File: config.mk
export PLATFORM = sky130hd
export DESIGN_NAME = kl8_uart_rx
export DESIGN_NICKNAME = d
export VERILOG_FILES = /design/src/rtl/pdp8_pkg.sv /design/src/rtl/baud_tick_gen.sv /design/src/rtl/kl8_uart_rx.sv
export SDC_FILE = /design/constraint.sdc
export NUM_CORES = 1
export LEC_CHECK = 0
export ABC_AREA = 1
export CAP_MARGIN = 20
export CELL_PAD_IN_SITES_DETAIL_PLACEMENT = 1
export CELL_PAD_IN_SITES_GLOBAL_PLACEMENT = 1
export CORE_ASPECT_RATIO = 1.75
export CORE_MARGIN = 5
export CORE_UTILIZATION = 44
export CTS_BUF_LIST = sky130_fd_sc_hd__clkbuf_16
export DETAILED_ROUTE_END_ITERATION = 8
export PLACE_DENSITY = 0.89
export SETUP_SLACK_MARGIN = 0.02
export SYNTH_ARGS = -nofsm -noshare
export SYNTH_HDL_FRONTEND = slang
export SYNTH_SLANG_ARGS = --single-unit
File: constraint.sdc
create_clock -name clk -period 2.7 [get_ports clk]
set_input_delay 0.405 -clock clk [delete_from_list [all_inputs] [get_ports clk]]
set_output_delay 0.405 -clock clk [all_outputs]
set_load 0.02 [all_outputs]
File: src/rtl/pdp8_pkg.sv
// Shared PDP-8 serial definitions: receiver states, oversampling constants
// and the baud divider calculation.
package pdp8_pkg;

  typedef enum logic [2:0] {
    ST_IDLE,
    ST_START,
    ST_DATA,
    ST_STOP,
    ST_BRK
  } rx_state_t;

  localparam int RX_OVERSAMPLE = 16;
  localparam int RX_HALF_BIT   = RX_OVERSAMPLE / 2;

  // Clocks per oversample tick, rounded to nearest.
  function automatic int baud_div(input int clk_hz, input int baud);
    return (clk_hz + (baud * RX_OVERSAMPLE) / 2) / (baud * RX_OVERSAMPLE);
  endfunction

endpackage

File: src/rtl/baud_tick_gen.sv
// Free-running clock divider producing a one-cycle tick every DIV clocks;
// a synchronous clear restarts the period so ticks can be phase-aligned.
module baud_tick_gen #(
  parameter int DIV = 10
) (
  input  logic clk,
  input  logic nRESET,
  input  logic clr,
  output logic tick
);

  localparam int           W    = (DIV > 1) ? $clog2(DIV) : 1;
  localparam logic [W-1:0] LAST = W'(DIV - 1);

  logic [W-1:0] cnt;

  always_ff @(posedge clk or negedge nRESET) begin
    if (!nRESET) begin
      cnt <= '0;
    end else if (clr || cnt == LAST) begin
      cnt <= '0;
    end else begin
      cnt <= cnt + W'(1);
    end
  end

  assign tick = (cnt == LAST);

endmodule

File: src/rtl/kl8_uart_rx.sv
// KL8 console keyboard receiver: 16x oversampled 8N1 deframer feeding the
// keyboard data register and flag. Define KL8_RX_OVERRUN_EN to track overruns.
module kl8_uart_rx
  import pdp8_pkg::*;
#(
  parameter int CLK_HZ     = 25_000_000,
  parameter int BAUD       = 9600,
  parameter int OVERSAMPLE = 16
) (
  input  logic       clk,
  input  logic       nRESET,
  input  logic       rx,
  input  logic       rd_strobe,
  output logic [7:0] data,
  output logic       flag,
  output logic       frame_err,
  output logic       overrun,
  output logic       busy
);

  localparam int         DIV       = baud_div(CLK_HZ, BAUD);
  localparam logic [3:0] TICK_LAST = 4'(OVERSAMPLE - 1);
  localparam logic [3:0] HALF_LAST = 4'(RX_HALF_BIT - 1);

  logic       rx_p0, rx_p1, rx_p2;
  logic       fall, tick, tick_clr, shift_en, ld;
  rx_state_t  state, state_nxt;
  logic [3:0] tcnt, tcnt_nxt;
  logic [2:0] bcnt, bcnt_nxt;
  logic [7:0] shreg;

  baud_tick_gen #(.DIV(DIV)) u_tick (
    .clk    (clk),
    .nRESET (nRESET),
    .clr    (tick_clr),
    .tick   (tick)
  );

  // Stage p0/p1: synchroniser; p2: previous synchronised level for edge detect
  always_ff @(posedge clk or negedge nRESET) begin
    if (!nRESET) begin
      rx_p0 <= 1'b1;
      rx_p1 <= 1'b1;
      rx_p2 <= 1'b1;
    end else begin
      rx_p0 <= rx;
      rx_p1 <= rx_p0;
      rx_p2 <= rx_p1;
    end
  end

  assign fall = rx_p2 & ~rx_p1;

  always_ff @(posedge clk or negedge nRESET) begin
    if (!nRESET) begin
      state <= ST_IDLE;
      tcnt  <= '0;
      bcnt  <= '0;
    end else begin
      state <= state_nxt;
      tcnt  <= tcnt_nxt;
      bcnt  <= bcnt_nxt;
    end
  end

  always_comb begin
    state_nxt = state;
    tcnt_nxt  = tcnt;
    bcnt_nxt  = bcnt;
    tick_clr  = 1'b0;
    shift_en  = 1'b0;
    ld        = 1'b0;
    case (state)
      ST_IDLE: begin
        if (fall) begin
          tick_clr  = 1'b1;
          tcnt_nxt  = '0;
          bcnt_nxt  = '0;
          state_nxt = ST_START;
        end
      end
      ST_START: begin
        if (tick) begin
          if (tcnt == HALF_LAST) begin
            tcnt_nxt  = '0;
            state_nxt = rx_p1 ? ST_IDLE : ST_DATA;
          end else begin
            tcnt_nxt = tcnt + 4'd1;
          end
        end
      end
      ST_DATA: begin
        if (tick) begin
          if (tcnt == TICK_LAST) begin
            tcnt_nxt = '0;
            shift_en = 1'b1;
            bcnt_nxt = bcnt + 3'd1;
            if (bcnt == 3'd7) state_nxt = ST_STOP;
          end else begin
            tcnt_nxt = tcnt + 4'd1;
          end
        end
      end
      ST_STOP: begin
        if (tick) begin
          if (tcnt == TICK_LAST) begin
            tcnt_nxt  = '0;
            ld        = 1'b1;
            state_nxt = rx_p1 ? ST_IDLE : ST_BRK;
          end else begin
            tcnt_nxt = tcnt + 4'd1;
          end
        end
      end
      ST_BRK: begin
        if (rx_p1) state_nxt = ST_IDLE;
      end
      default: state_nxt = ST_IDLE;
    endcase
  end

  // Partial byte needs no reset: it is only observed through a load.
  always_ff @(posedge clk) begin
    if (shift_en) shreg <= {rx_p1, shreg[7:1]};
  end

  // A load beats a same-cycle read strobe so the new character is never lost.
  always_ff @(posedge clk or negedge nRESET) begin
    if (!nRESET) begin
      data      <= 8'h00;
      flag      <= 1'b0;
      frame_err <= 1'b0;
    end else if (ld) begin
      data      <= shreg;
      flag      <= 1'b1;
      frame_err <= ~rx_p1;
    end else if (rd_strobe) begin
      flag      <= 1'b0;
    end
  end

`ifdef KL8_RX_OVERRUN_EN
  always_ff @(posedge clk or negedge nRESET) begin
    if (!nRESET) begin
      overrun <= 1'b0;
    end else if (ld) begin
      overrun <= flag & ~rd_strobe;
    end
  end
`else
  assign overrun = 1'b0;
`endif

  assign busy = (state != ST_IDLE);

endmodule

==> flow_results.org <==
** Yosys
- YS warnings :: 0
- Net count of the mapped netlist :: 218
- After synthesis, the netlist uses 29 different library cells.
- Of the synthesized area, sequential elements account for 0.5351.
- In the synthesized netlist, the number of instances is 209.
- The mapped netlist covers 1906 um^2.
- After synthesis, the mean cell area works out to 9.118 um^2.
- After synthesis the netlist holds a flip-flop and latch count of 39.

** Floorplan
- The die is 59.75 um wide.
- Effective utilization at floorplan :: 0.4549
- Placeable core region :: 4189 um^2
- Pin placement for this block handled 16 I/O pins.
- Die Area :: 5799 um^2
- Die outline height :: between 90 and 100 um
- Standard-cell row count :: 31

** Worst setup path
- Arr. time, crit path :: 1.72 ns
- By startpoint and endpoint, the worst setup path is classified as reg -> out.
- STA classifies the critical path startpoint as a flip-flop.
- Critical Path, Cell by Cell :: nor2_1 > nand2_1 > clkdlybuf4s50_1
- In this run the critical register-to-register path is launched from u_tick.cnt[0].
- Tracing the worst setup path back leads to its startpoint at state[2].
- Critical Path End Type :: output port
- Across all register-to-register paths, the minimum setup slack is 0.85 ns.
- In this design, the stage delay of the slowest critical-path cell is 0.57 ns.
- Along the worst path, the maximum fanout reaches 5.
- The worst register-to-register path ends at shreg[7].
- The worst register-to-register path has a depth of 7.
- Data on the critical path is required at its endpoint by 2.30 ns.
- For this design, the slowest cell found on the critical path is sky130_fd_sc_hd__clkdlybuf4s50_1.

** Place
- The congestion estimate from routability-driven global placement came to around 0.84.
- Port Buf Inserts :: 14
- Post-DP HPWL :: about 3200 um

** GRT
- Summed over all layers, the global routing overflow is 0.
- The first global-routing pass estimated 7514 um of wire.
- Largest net degree at the start of global routing :: 32
- In the global route stage, overall resource usage came out at 0.1714.
- Number of antenna violations at the first check in global routing :: 0
- The via count of the first global-routing pass was 1558.

** Clock network
- Hold-fix buffer count after cts :: 0
- Clock-pin slew was measured on the worst setup and hold paths at 0.06 ns.
- H-Tree Depth :: 2
- Buffers inserted during clock tree synthesis total 5.
- CTS tree :: yes
- Clock latency on the worst-skew pair :: between 0.2 and 0.3 ns
- The longest clock path from root to sink contains 2 buffers.
- Buffers added to address setup during post-CTS repair amount to 0.
- Buffer cell driving the clock tree root :: sky130_fd_sc_hd__clkbuf_16
- Cts repair resizes :: 0
- The clock net in this run drives a total of 39 sinks.

** Pwr
- Static leakage power :: approximately 1.1 nW
- The share of total power dissipated in the clock network is 0.291.
- Power spread over the standard cell area amounts to 856.7 nW/um^2.
- Sw Share :: 0.3711
- Maximum ir drop on the vdd rail :: 0.5701 mV
- Total internal power :: around 0.0012 W
- Logic gate share of total power :: 0.309
- Of the total power, registers draw 0.400.
- For this design the total switching power over the nets is 0.0007109 W.

** Finish
- In the final layout, the share of cells above drive strength 1 is 0.1783.
- Final nets :: 238
- The area growth from synthesis to layout is 17.33%.
- Share of the core filled with cells in the final layout :: 0.5338
- The filler cells instantiated in the layout total 502.
- The number of antenna diodes in the final layout is 0.

** Timing
- Clock period minus final worst setup slack :: around 2.1 ns
- Setup repair after global routing left no endpoint under its margin.
- Adding up every negative setup slack in the final design gives 0 ns.
- Of the available clock period, the critical path in the final layout requires 0.7864.
- Clock skew on the completed layout was measured at 0.006795 ns.
- Final-report setup violation count :: 0
- On the final layout, the worst hold slack is ~0.36 ns.
- Total count of max-transition violations in the final report :: 0
- Number of hold violations in the final report :: 0
- For this run, the top clock speed supported by timing is 470.9 MHz.

** Drt
- For this run, design rule violations remaining after detail routing come to 0.
- Number of iterations in the first detailed-routing pass :: 2
- After detailed routing, the average wire length per cell comes to 15.73 um.
- The detail route stage leaves a number of antenna-violating nets equal to 0.
- Total via count in the routed design :: 1441
- Dividing the detail-routed via count by the number of cells gives 5.165.
- DRC marker count from the first detailed-route iteration :: 50
- After detailed routing, the total wire length is between 4000 and 5000 um.

** Min path
- Number of stages on the worst hold path :: 0
- The worst hold path begins at rx_p0.
- For hold timing, the worst endpoint is rx_p1.
- Class of the worst hold path :: reg -> reg

** Flow run
- Across the run, the number of max-cap violations was 0.

** Status
- Outcome :: finished, final reports clean
[cell usage after synthesis (all sizes together)]
cell    instances  area share
clkinv          1      0.0026
nand4           4       0.013
nand3b          1      0.0039
ha              5       0.033
xor2            1      0.0046
nor3b           3       0.012
nor3            3      0.0079
nand3           9       0.030
nand2          55        0.12
edfxtp          8        0.13
o21ai          18       0.067
nor2           25       0.066
buf             3       0.014
dfrtp          28        0.37
or2             1      0.0033
dfstp           3       0.041
a21oi           5       0.019
inv            34       0.067
conb            1      0.0020
and3            1      0.0033
[cell usage in the layout (no fill, tap or decap), drive strengths merged]
| master | count |
|---|---|
| a21oi | 5 |
| and3 | 1 |
| buf | 2 |
| clkbuf | 5 |
| clkdlybuf4s50 | 14 |
| clkinv | 3 |
| clkinvlp | 1 |
| conb | 1 |
| dfrtp | 28 |
| dfstp | 3 |
| edfxtp | 8 |
| ha | 5 |
| inv | 34 |
| nand2 | 55 |
| nand3 | 9 |
| nand3b | 1 |
| nand4 | 4 |
| nor2 | 25 |
| nor3 | 3 |
| nor3b | 3 |
| o21ai | 18 |
| or2 | 1 |
| xor2 | 1 |
[registers in the layout (all words and copies together), names as in the netlist]
register and cells:
bcnt 3, data 8, flag 1, frame_err 1, rx_p0 1, rx_p1 1, rx_p2 1, shreg 8
state 3, tcnt 4, u_tick.cnt 8
[per-layer routing]
| layer | part of all wire | wire, um | vias up | track usage |
|---|---|---|---|---|
| li1 | - | - | 691 | - |
| met1 | 0.38 | 1655 | 709 | 0.1847 |
| met2 | 0.55 | 2431 | 29 | 0.2883 |
| met3 | 0.027 | 117 | 12 | 0.04122 |
| met4 | 0.042 | 185 | 0 | 0.1007 |
| met5 | 0 | 0 | - | 0 |
[worst max path at each step]
| stage | end | cells past startpoint |
|---|---|---|
| 5_1_grt | busy | 3 |
| 6_report | busy | 3 |
| 4_1_cts | busy | 3 |
| 3_3_place_gp | busy | 3 |
| 2_1_floorplan | shreg[0] | 6 |
| 3_5_place_dp | shreg[4] | 7 |
[worst max-delay path, delay by kind of cell (launching register included)]
family | cells | cell delay (ns)
buffers and inverters | 1 | 0.57
DFF | 1 | 0.45
and+or+nand+nor | 2 | 0.41
[area by class of cell]
| class | instances | area (um^2) | share of cell area |
|---|---|---|---|
| repair buffers | 16 | 155.1 | 0.06939 |
| flip-flops and latches | 39 | 1020 | 0.4561 |
| inverters | 35 | 132.6 | 0.05932 |
| multi-input cells | 132 | 726.9 | 0.3251 |
| clock inverters | 3 | 15.01 | 0.006715 |
| well taps | 49 | 61.31 | 0.02742 |
| clock buffers | 5 | 125.1 | 0.05596 |
[per-stage QoR]
stage	area, um^2	setup WS (ns)	instances	total power, W
floorplan	1906	0.7793	209	0.001187
global placement	2096	0.9539	271	0.001313
detailed placement	2096	0.9085	271	0.001355
CTS	2236	0.5819	279	0.001937
global route	2236	0.5349	279	0.002043
finish	2236	0.5766	279	0.001916
[cell families (layout without fill, tap and decap cells)]
kind of cell,Yosys count,count (layout),share of synthesized area
AO/OA/AOI/OAI,23,23,0.08601
XOR/XNOR,1,1,0.004597
adder cells (fa/ha/maj),5,5,0.03283
buffers and inverters,38,59,0.08338
flip-flops,39,39,0.5351
other,1,1,0.001968
AND/OR/NAND/NOR,102,102,0.2561
[power groups by stage]
stage | sequential [W] | combinational (W) | clock, W
floorplan | 0.000744 | 0.000443 | 0
global route | 0.000776 | 0.000674 | 0.000594
CTS | 0.000765 | 0.000601 | 0.000571
global placement | 0.000769 | 0.000544 | 0
finish | 0.000766 | 0.000592 | 0.000558
detailed placement | 0.000774 | 0.000581 | 0
(Power assumes the default switching activity.)
